[src/rtl/ref_clk_conditioner.sv]
// ---------------------------------------------------------------------------
// ref_clk_conditioner
//
// Turns an asynchronous external reference clock into the single-cycle
// referenceClkEn strobe used by the digital PLL phase comparator. The input
// goes through a two-flop synchroniser and a deglitch filter. Its rising
// edges are then divided by a programmable ratio. The strobe-to-strobe
// interval is measured in clk cycles, and a LOST/ACQUIRE/PRESENT state
// machine tracks whether a usable reference is present.
//
// Ports:
//   clk            system clock, all logic on posedge
//   reset          synchronous, active-high reset
//   extClkIn       asynchronous external reference clock
//   refDivider     edge divide ratio (0 and 1 both divide by 1)
//   deglitchCount  extra stable cycles before the filtered level may change
//   timeoutCycles  loss-of-reference timeout in clk cycles (0 = disabled)
//   acquireEdges   strobes needed in ACQUIRE before PRESENT (0 acts as 1)
//   referenceClkEn one-clk strobe per divided reference edge
//   refPresent     high while in PRESENT
//   refLost        one-clk pulse on the PRESENT -> LOST transition
//   refPeriod      last measured strobe-to-strobe interval in clk cycles
// ---------------------------------------------------------------------------
module ref_clk_conditioner #(
  parameter int PERIOD_BITS   = 24,
  parameter int DEGLITCH_BITS = 4
) (
  input  logic                     clk,
  input  logic                     reset,
  input  logic                     extClkIn,
  input  logic [7:0]               refDivider,
  input  logic [DEGLITCH_BITS-1:0] deglitchCount,
  input  logic [PERIOD_BITS-1:0]   timeoutCycles,
  input  logic [3:0]               acquireEdges,
  output logic                     referenceClkEn,
  output logic                     refPresent,
  output logic                     refLost,
  output logic [PERIOD_BITS-1:0]   refPeriod
);

  typedef enum logic [1:0] {
    ST_LOST    = 2'd0,
    ST_ACQUIRE = 2'd1,
    ST_PRESENT = 2'd2
  } state_t;

  localparam logic [DEGLITCH_BITS-1:0] STAB_ONE   = 1;
  localparam logic [PERIOD_BITS-1:0]   PERIOD_ONE = 1;
  localparam logic [PERIOD_BITS-1:0]   PERIOD_MAX = '1;

  logic                     sync1_q, sync1_d;
  logic                     sync2_q, sync2_d;
  logic                     filt_q, filt_d;
  logic                     filt_prev_q, filt_prev_d;
  logic [DEGLITCH_BITS-1:0] stab_cnt_q, stab_cnt_d;
  logic [7:0]               div_cnt_q, div_cnt_d;
  logic [PERIOD_BITS-1:0]   period_cnt_q, period_cnt_d;
  logic [PERIOD_BITS-1:0]   ref_period_q, ref_period_d;
  logic [3:0]               good_q, good_d;
  state_t                   state_q, state_d;
  logic                     ref_clk_en_q, ref_clk_en_d;
  logic                     ref_present_q, ref_present_d;
  logic                     ref_lost_q, ref_lost_d;

  logic                     rise;
  logic                     strobe;
  logic                     timeout_hit;
  logic [PERIOD_BITS-1:0]   elapsed;
  logic [3:0]               acq_eff;
  logic [3:0]               good_inc;

  // Datapath: synchroniser, deglitch filter, edge detect, divider and
  // period measurement.
  always_comb begin
    sync1_d      = extClkIn;
    sync2_d      = sync1_q;
    filt_d       = filt_q;
    stab_cnt_d   = '0;
    filt_prev_d  = filt_q;
    rise         = 1'b0;
    strobe       = 1'b0;
    div_cnt_d    = div_cnt_q;
    period_cnt_d = period_cnt_q;
    ref_period_d = ref_period_q;
    elapsed      = period_cnt_q + PERIOD_ONE;
    timeout_hit  = 1'b0;

    // The filtered level only flips once the synchronised input has
    // disagreed with it for deglitchCount+1 cycles in a row; any agreeing
    // cycle throws the partial run away.
    if (sync2_q != filt_q) begin
      if (stab_cnt_q == deglitchCount) begin
        filt_d = ~filt_q;
      end else begin
        stab_cnt_d = stab_cnt_q + STAB_ONE;
      end
    end

    rise = filt_q & ~filt_prev_q;

    // The divider strobes when it is already at zero, so the first rise
    // after reset always produces a strobe. The ratio is only sampled on
    // reload.
    if (rise) begin
      if (div_cnt_q == 8'd0) begin
        strobe    = 1'b1;
        div_cnt_d = (refDivider <= 8'd1) ? 8'd0 : (refDivider - 8'd1);
      end else begin
        div_cnt_d = div_cnt_q - 8'd1;
      end
    end

    // The counter holds (cycles since the last strobe) - 1. Both the period
    // capture and the timeout therefore work on count+1: a strobe P cycles
    // after the previous one reports P, and it masks a timeout of P.
    if (strobe) begin
      period_cnt_d = '0;
    end else if (period_cnt_q != PERIOD_MAX) begin
      period_cnt_d = period_cnt_q + PERIOD_ONE;
    end

    // A saturated count is not a valid period, and measurements taken while
    // LOST span the outage rather than a real reference period.
    if (strobe && (state_q != ST_LOST) && (period_cnt_q != PERIOD_MAX)) begin
      ref_period_d = elapsed;
    end

    timeout_hit = (timeoutCycles != '0) && (elapsed == timeoutCycles) && !strobe;
  end

  // Presence state machine: next state and registered outputs.
  always_comb begin
    state_d       = state_q;
    good_d        = good_q;
    ref_lost_d    = 1'b0;
    ref_clk_en_d  = strobe;
    acq_eff       = (acquireEdges == 4'd0) ? 4'd1 : acquireEdges;
    good_inc      = good_q + 4'd1;

    case (state_q)
      ST_LOST: begin
        if (strobe) begin
          good_d  = 4'd1;
          state_d = (acq_eff == 4'd1) ? ST_PRESENT : ST_ACQUIRE;
        end
      end
      ST_ACQUIRE: begin
        if (timeout_hit) begin
          state_d = ST_LOST;
          good_d  = 4'd0;
        end else if (strobe) begin
          good_d = good_inc;
          if (good_inc >= acq_eff) begin
            state_d = ST_PRESENT;
          end
        end
      end
      ST_PRESENT: begin
        if (timeout_hit) begin
          state_d    = ST_LOST;
          good_d     = 4'd0;
          ref_lost_d = 1'b1;
        end
      end
      default: begin
        state_d = ST_LOST;
        good_d  = 4'd0;
      end
    endcase

    ref_present_d = (state_d == ST_PRESENT);
  end

  // All state, including the synchroniser, clears on reset so in-flight
  // reference edges are discarded.
  always_ff @(posedge clk) begin
    if (reset) begin
      sync1_q       <= 1'b0;
      sync2_q       <= 1'b0;
      filt_q        <= 1'b0;
      filt_prev_q   <= 1'b0;
      stab_cnt_q    <= '0;
      div_cnt_q     <= 8'd0;
      period_cnt_q  <= '0;
      ref_period_q  <= '0;
      good_q        <= 4'd0;
      state_q       <= ST_LOST;
      ref_clk_en_q  <= 1'b0;
      ref_present_q <= 1'b0;
      ref_lost_q    <= 1'b0;
    end else begin
      sync1_q       <= sync1_d;
      sync2_q       <= sync2_d;
      filt_q        <= filt_d;
      filt_prev_q   <= filt_prev_d;
      stab_cnt_q    <= stab_cnt_d;
      div_cnt_q     <= div_cnt_d;
      period_cnt_q  <= period_cnt_d;
      ref_period_q  <= ref_period_d;
      good_q        <= good_d;
      state_q       <= state_d;
      ref_clk_en_q  <= ref_clk_en_d;
      ref_present_q <= ref_present_d;
      ref_lost_q    <= ref_lost_d;
    end
  end

  assign referenceClkEn = ref_clk_en_q;
  assign refPresent     = ref_present_q;
  assign refLost        = ref_lost_q;
  assign refPeriod      = ref_period_q;

endmodule

[config.mk]
export PLATFORM = sky130hd
export DESIGN_NAME = ref_clk_conditioner
export DESIGN_NICKNAME = d
export VERILOG_FILES = /design/src/rtl/ref_clk_conditioner.sv
export SDC_FILE = /design/constraint.sdc
export NUM_CORES = 1
export LEC_CHECK = 0
export CORE_ASPECT_RATIO = 0.8
export CORE_MARGIN = 2
export CORE_UTILIZATION = 60
export CTS_BUF_LIST = sky130_fd_sc_hd__clkbuf_8
export CTS_CLUSTER_DIAMETER = 80
export DETAILED_ROUTE_END_ITERATION = 10
export PLACE_DENSITY = 0.88
export SETUP_SLACK_MARGIN = 0.5
export SKIP_CTS_REPAIR_TIMING = 1
export SLEW_MARGIN = 5
export SYNTH_ARGS = -nofsm -noshare
export SYNTH_HDL_FRONTEND = slang
export SYNTH_SLANG_ARGS = --single-unit
[constraint.sdc]
create_clock -name clk -period 5.9 [get_ports clk]
set_input_delay 0.885 -clock clk [delete_from_list [all_inputs] [get_ports clk]]
set_output_delay 0.885 -clock clk [all_outputs]
set_load 0.05 [all_outputs]
==> Yosys cells after proc, flatten, opt, wreduce, memory -nomap -nowiden <==
Cells that the tools add are included.
{ "word_totals": {"reg_bits": 73, "in_bits": 43, "out_inout_bits": 27, "wordCells": 69} }
{ "classes": {"add_sub_neg": 5, "magnitude_cmp": 2, "eq_ne": 11, "mux": 18, "bitwise_logic": 5, "reduce_logical": 15} }
{ "ops": {"columns": ["op", "n"], "rows": [
  ["$add 24x1->24 const B", 1],
  ["$eq 24x24->1", 1],
  ["$ne 24x24->1 const B", 1],
  ["$reduce_bool 24->1", 1],
  ["$mux 4", 5],
  ["$mux 8", 2],
  ["$sub 8x1->8 const B", 2],
  ["$mux 2", 6],
  ["$pmux 4 s3", 1],
  ["$add 4x1->4 const B", 2],
  ["$le 8x1->1 const B", 1],
  ["$logic_not 8->1", 1],
  ["$pmux 2 s3", 1],
  ["$eq 2x2->1 const B", 2],
  ["$eq 4x1->1 const B", 1],
  ["$eq 4x4->1", 1],
  ["$ge 4x4->1", 1],
  ["$logic_and 1x1->1", 4],
  ["$logic_not 4->1", 1],
  ["$ne 2x2->1 const B", 2],
  ["$not 1->1", 4],
  ["$reduce_or 2->1", 2],
  ["$mux 1", 3],
  ["$ne 3x3->1 const B", 1],
  ["9 further kinds", 9]
]} }

==> Logic depth before layout (Yosys ltp) <==
{ "logic_depth": {"depth_word": 8, "mapped_depth": 10, "ltp_nobuf": 10} }

==> Worst setup path before layout <==
OpenSTA, ideal clock, no wires.
{ "synth_timing": {"kind": "in2reg", "from": "in timeoutCycles[8]", "to": "reg good_q[0]", "setup_time_ps": 122, "arrival_time_ps": 3088, "required_time_ps": 5778, "path_slack_ps": 2690, "path_stages": 8, "n_path_buf": 0, "path_cell_list": "and3_1 > a211oi_1 > o22ai_1 > or4_1 > or4b_4 > nor4_4 > a21oi_1 > a311o_1"} }
{ "synth_between": {"elab_chain_cells": 5, "elab_cells_between_ends": 9, "cone_classes": "3 x eq/ne; 2 x mux; 4 x reduce/logical"} }
{ "synth_rtl": {"columns": ["item", "line_no", "rtl"], "rows": [
  ["start: declaration", "33", "input logic [PERIOD_BITS-1:0] timeoutCycles,"],
  ["$eq 24x24->1 / $reduce_bool 24->1 (equally long branches)", "128", "timeout_hit = (timeoutCycles != '0) && (elapsed == timeoutCycles) && !strobe;"],
  ["$logic_and 1x1->1 (*) (2 in series)", "128", null],
  ["$ne 3x3->1 (no line), or another cell as far along", null, null],
  ["$reduce_and 3->1 (no line) / $pmux 4 s3 (equally long branches)", null, null],
  ["end signal: assignment", "200", "good_q <= good_d;"],
  ["end: declaration", "59", "logic [3:0] good_q, good_d;"]
]} }
Mark *: on every way between the ends. The rest lies on a longest branch, timed or not.
A chain may end at the register's enable or synchronous reset.

==> Worst setup path after layout <==
{ "layout_timing": {"from": "reg period_cnt_q[0]", "to": "reg good_q[0]"} }
{ "layout_between": {"elab_chain_cells": 6, "elab_cells_between_ends": 9, "cone_classes": "1 x add/sub; 3 x eq/ne; 2 x mux; 3 x reduce/logical"} }
{ "layout_rtl": {"columns": ["item", "line_no", "rtl"], "rows": [
  ["start: declaration", "57", "logic [PERIOD_BITS-1:0] period_cnt_q, period_cnt_d;"],
  ["start signal: assignment", "198", "period_cnt_q <= period_cnt_d;"],
  ["$add 24x1->24 (*)", "85", "elapsed = period_cnt_q + PERIOD_ONE;"],
  ["$eq 24x24->1 (*)", "128", null],
  ["$logic_and 1x1->1 (*) (2 in series)", "128", null],
  ["$ne 3x3->1 (no line), or another cell as far along", null, null],
  ["$reduce_and 3->1 (no line) / $pmux 4 s3 (equally long branches)", null, null]
]} }
Marks and branches as above.

==> key figures <==
Drt
  • Routed Antenna Nets: 0
  • TritonRoute pass-1 iters: 6
  • Detailed-route via count: 4207
  • Detailed Route WL: 11.3 mm
  • Post-DR vias/cell: 6.30
  • Routed len/inst: around 17 um
  • Iter 0 DRT Violations: 289
  • # DRC: 0

Setup path
  • Critical path class: register to register
  • Critical path fanouts, max: 11
  • FF-to-FF path depth: 9
  • Reg2reg end: good_q[0]
  • Maximum single-stage delay on the critical path: 570 ps
  • Most common cell type on the critical path: nor4_4
  • Reg-to-reg slack, setup: 2020 ps
  • CP max-delay cell: or4_1
  • Critical Path Start: period_cnt_q[0]
  • Setup crit end kind: register
  • CP cell instances: ha_1 -> nand4_1 -> nor4_4 -> a211oi_1 -> or4_1 -> or4b_4 -> nor4_4 -> a21oi_1 -> a311o_1
  • CP endpoint: good_q[0]
  • R2r startpoint: period_cnt_q[0]
  • Crit path DAT: ~4100 ps
  • Crit start category: register
  • Worst EP required: between 6000 and 7000 ps

STA
  • Hold Vio Cnt, Final: 0
  • Fin. max-slew vios: 0
  • RSZ-0062 raised after global routing: no
  • Slew margin rel.: roughly 31%
  • Max Fclk: roughly 260 MHz
  • Fin crit period: 3880 ps
  • Final Cycle Share: 65.8%
  • Setup Viol. Count Final: 0
  • Worst slew pin tran: just over 1000 ps
  • Final Skew: approximately 7.1 ps
  • Final TNS setup: 0 ps

Cells and area
  • Area Overhead vs Synth: 19.8%
  • Filler cells: 541
  • Antenna cell count: 0
  • Layout cell share with drive strength beyond 1: under 10%
  • Layout Nets: 631
  • Design Area, Final: approximately 5200 sq um

Flow run
  • # Max-Cap Violations: 0

Die
  • Die height: 80.4 um
  • Ports: 70
  • Core Area: ~7000 sq um
  • Site row count: 27
  • Die extent in x: roughly 100 um
  • Die Area: between 7000 and 8000 sq um
  • Initial Util: 62.9%

Clock tree
  • Sink Count: 73
  • Clk slew on worst S/H paths: approximately 80 ps
  • CTS buffer count: 9
  • Max clock buf depth: 2
  • Latest clock arrival within the worst-skew pair: 350 ps
  • Root buffer cell: clkbuf_8
  • CTS tree: done
  • CTS H-Tree Depth: 3

Logic synthesis
  • Mapped Area: roughly 4400 sq um
  • Async set-or-reset flop fraction in the synthesized netlist: 0%
  • Synthesized net count: around 580
  • FF+latch count, synth: 73
  • Synthesized instance count: approximately 530
  • Post-synth top flop: dfxtp_1
  • Cell variety after synth: 56
  • Synth warn: 0
  • Synth top area share: between 30% and 40%
  • Area contributors post-synth: dfxtp_1 (33%), xnor2_1 (5.4%), nor2_1 (5.2%)
  • Cell taking the most area after synthesis: dfxtp_1
  • EDFF count, synth: 0
  • Syn Area/Cell: 8.29 sq um
  • Seq/Total Area, Yosys: about a third

Global routing
  • Antenna violations before repair: 0
  • Largest net degree at the start of global routing: 52
  • Vias in the first global route: about 3800
  • Gr ovfl total: 0
  • First-pass GRT wire length: about 18 mm
  • Total GRT Usage: between 20% and 30%

Run status
  • Outcome: completed

Place
  • Post-DP HPWL: 8.29 mm
  • Routability cong.: a little over 0.9
  • Dpl cell area: 5060 sq um
  • Port buffer count: 69

Pwr
  • Power per Cell Area: between 150 and 200 nW/um^2
  • Worst ir drop on vdd: around 160 uV
  • Leakage: 1.79 nW

Min path
  • Hold Crit Class: register to register
## power breakdown
group	switching, mW	leakage [nW]	internal, mW
sequential	0.00589	0.589	0.497
combinational	0.0512	1.11	0.0558
clock	0.188	0.0909	0.191
total	0.245	1.79	0.743
## logic make-up after synthesis
| kind of cell | synth area share, % |
|---|---|
| AO/OA/AOI/OAI | 18.3 |
| flip-flops | 33.4 |
| AND/OR/NAND/NOR | 26.9 |
| multiplexers | 1.66 |
| adder cells (fa/ha/maj) | 3.15 |
| buffers and inverters | 4.86 |
| XOR/XNOR | 11.7 |
## worst max-delay path, delay by kind of cell, from the launching register on
family                     cells  cell delay (ps)
AOI/OAI and AO/OA              3              530
adders and majority gates      1              250
DFF                            1              470
and+or+nand+nor                5             2520
## cell type report
class	instances	area, sq um	area share, %
clock buffer	9	124	2.36
clock inverter	6	60.1	1.15
inverter	17	63.8	1.22
multi-input combinational	403	2700	51.6
sequential	73	1460	27.9
tap	87	109	2.08
timing repair buffer	73	721	13.8
## placed cells by master (no fill, tap or decap), types with 5 or more instances in the layout
cell type        netlist  final
a21oi_1               35     35
clkdlybuf4s50_1        0     69
nor2b_1               13     13
nand2b_1              11     11
nor2_1                61     61
xor2_1                21     21
nor3_1                15     15
o21ai_0               18     18
nor4_1                18     18
nand3_1               11     11
nand2_1               23     23
and3_1                 6      6
dfxtp_1               73     73
inv_1                 17     17
mux2i_1                5      5
and2_1                 5      5
clkbuf_8               0      9
or4_1                  5      5
nand4_1               16     16
or3_1                  7      7
a211oi_1              28     28
ha_1                  11     11
xnor2_1               27     27
## cell usage after synthesis, types with 5 or more instances
master	n
a211oi_1	28
a21oi_1	35
and2_1	5
and3_1	6
buf_2	8
clkbuf_1	22
dfxtp_1	73
ha_1	11
inv_1	17
mux2i_1	5
nand2_1	23
nand2b_1	11
nand3_1	11
nand4_1	16
nor2_1	61
nor2b_1	13
nor3_1	15
nor4_1	18
o21ai_0	18
or3_1	7
or4_1	5
xnor2_1	27
xor2_1	21
## flip-flops by register name, summed over array words and instances, names as in the netlist, 2 cells and up
register	count
div_cnt_q	8
good_q	4
period_cnt_q	24
refPeriod	24
stab_cnt_q	4
state_q	2
## per-stage QoR
stage | worst slack (ps) | hold slack, ps | power (mW) | instances | utilization [%]
after floorplan | 2690 | 414 | 0.568 | 528 | -
after global placement | 1950 | 437 | 0.617 | 653 | 72.7
after detailed placement | 1840 | 442 | 0.619 | 653 | 72.7
after CTS | 2080 | 459 | 0.994 | 668 | 75.3
after global routing | 1830 | 481 | 1.02 | 668 | 75.3
final | 2020 | 454 | 0.988 | 668 | 75.3
## routing by layer
metal	vias up	global-route usage, %	share of wire, %
met5	-	0	0
met4	0	9.04	2.1
met3	31	5.22	8.5
met2	209	45.0	44
met1	1933	40.8	46
li1	2034	-	-
## worst min path at each step
stage	start	to	slack, ps	cells after the start
6_report	sync1_q	sync2_q	450	1
5_1_grt	sync1_q	sync2_q	480	1
4_1_cts	sync1_q	sync2_q	460	1
3_5_place_dp	sync1_q	sync2_q	440	1
3_3_place_gp	sync1_q	sync2_q	440	1
2_1_floorplan	sync1_q	sync2_q	410	1
Note: power is estimated with default switching activity, not from simulation.
==> patch, RTL diff (same flow settings) <==
Make the reset (`reset`) asynchronous in one clocked block. Comments in the files are not updated.
--- a/src/rtl/ref_clk_conditioner.sv
+++ b/src/rtl/ref_clk_conditioner.sv
@@ -173,7 +173,7 @@
 
   // All state, including the synchroniser, clears on reset so in-flight
   // reference edges are discarded.
-  always_ff @(posedge clk) begin
+  always_ff @(posedge clk or posedge reset) begin
     if (reset) begin
       sync1_q       <= 1'b0;
       sync2_q       <= 1'b0;
Function: differs if reset is asserted again (counterexample within 10 cycles, from zero or initial values and one cycle with reset high); with reset held inactive, the same outputs for 10 cycles.
==> patch against the original RTL <==
Design area grew 1.2%; core utilization up 0.88 points; final cell count shrank 5.2%; wire length decreased by 0.77%; setup slack improved by 0.16 ns; sequential cell count unchanged; synthesized cell count down 8.7%; area after synthesis shrank 0.40%; hold slack lost 0.094 ns.
Power is not compared: it rests on default switching activity, and its combinational part moved more than twofold at a synthesized area within 25%.
==> patch: results (changes against the original RTL) <==
stage	metric	value	unit	change
critical_path	R2R setup slack	2.18	ns	+0.16 ns
critical_path	CP arrival	3.96	ns	-0.16 ns
synthesis	ranking of synthesized cells by area	dfrtp_1 42%, xnor2_1 7.2%, a21oi_1 6.9%		
routing	met2 wire length	5.10	mm	+3.4%
routing	vias after detailed routing	3916		-6.9%
min_path	Worst Hold Path EP	sync2_q		
placed_design	Cell Area, Placed	5080	um^2	+0.54%
synthesis	syn_nets	536		-7.9%
final_layout	share of cells above drive strength 1	0.0586		+0.00353
critical_path	R2R cell count	8		-1
routing	WL final	11.2	mm	-0.77%
routing	Starting DRT DRC Count	314		+8.7%
global_routing	Total GRT Usage	0.295		+0.00546
final_layout	Layout Nets	595		-5.7%
power	LEAKAGE	2.21	nW	
global_routing	first-pass GRT wire length	18.5	mm	about the same
placed_design	dpl ws	2.34	ns	+0.496 ns
critical_path	CP Max Fanout	47		+36
synthesis	ys async rst share	1.00		+1.00
critical_path	worst reg2reg startpoint	div_cnt_q[0]		
min_path	Hold Path Depth	0		-1
placed_design	HPWL after DPL	8.02	mm	-3.2%
global_routing	GRT met1 Usage	0.421		+0.0130
global_routing	largest net degree at the start of global routing	74		+42%
global_routing	met2 global-route usage	0.459		+0.00946
final_layout	fillcell total	507		-6.3%
routing	DR WL met3	859	um	-10%
synthesis	syn avg cell area	9.04	um^2	+9.1%
final_layout	Finished Layout Cells	633		-5.2%
run_status	status	completed		
critical_path	r2r endpoint	refPeriod[1]		
sta	Setup Skew	0.0142	ns	+0.00716 ns
sta	slew at the pin with the worst max-slew slack	1.22	ns	+0.192 ns
min_path	hold path startpoint	sync1_q		
placed_design	Placer Congestion	0.963		+3.8%
synthesis	Netlist cell types	57		+1.8%
global_routing	routing usage on met3	0.0661		+0.0139
routing	metal1 wirelength	5.09	mm	-0.95%
sta	Fin Hold WS	0.360	ns	-0.0937 ns
synthesis	Seq/Total Area, Yosys	0.419		+0.0852
## patch: cell types whose count changed after synthesis, sizes merged, moves of 8 or more
cell,change
a211oi,-26
a21oi,+26
dfrtp,+73
dfxtp,-73
nand3,+8
nor2,-10
xnor2,+9
## patch: final cells by class
| class | instances | area (um^2) | area share |
|---|---|---|---|
| Timing Repair Buffer | 72 | 713 | 0.135 |
| Tap cell | 87 | 109 | 0.0205 |
| Clock buffer | 9 | 124 | 0.0234 |
| Inverter | 16 | 60.1 | 0.0113 |
| Sequential cell | 73 | 1830 | 0.345 |
| Clock inverter | 7 | 93.8 | 0.0177 |
| Multi-Input combinational cell | 369 | 2370 | 0.448 |
## patch: logic make-up after synthesis
logic type	share of synthesized area
and+or+nand+nor	0.224
AOI/OAI and AO/OA	0.163
DFF	0.419
xor gates and xnor gates	0.119
buffers and inverters	0.0359
adders and majority gates	0.0316
muxes	0.00746
## patch: worst max-delay path, stage by stage (launching register included)
cell and delay, ns:
dfrtp_1 0.41, inv_1 0.12, ha_1 0.16, nor4b_1 0.52, nand3_1 0.43, inv_1 0.89
o211a_1 0.27, buf_4 0.39, mux2_2 0.38
## patch: worst max path at each step
stage | slack [ns] | start | to | depth (start not counted)
3_3_place_gp | 2.41 | refDivider[4] | div_cnt_q[7] | 6
2_1_floorplan | 2.96 | period_cnt_q[0] | good_q[2] | 11
3_5_place_dp | 2.34 | refDivider[4] | div_cnt_q[7] | 6
6_report | 2.18 | div_cnt_q[0] | refPeriod[1] | 8
4_1_cts | 2.26 | div_cnt_q[0] | refPeriod[1] | 8
5_1_grt | 1.85 | div_cnt_q[0] | refPeriod[1] | 8
## patch: report_power, final
part	total, mW	switching [mW]	internal, mW
clock	0.431	0.193	0.238
sequential	0.605	0.0574	0.548
combinational	0.273	0.154	0.119
total	1.31	0.405	0.904
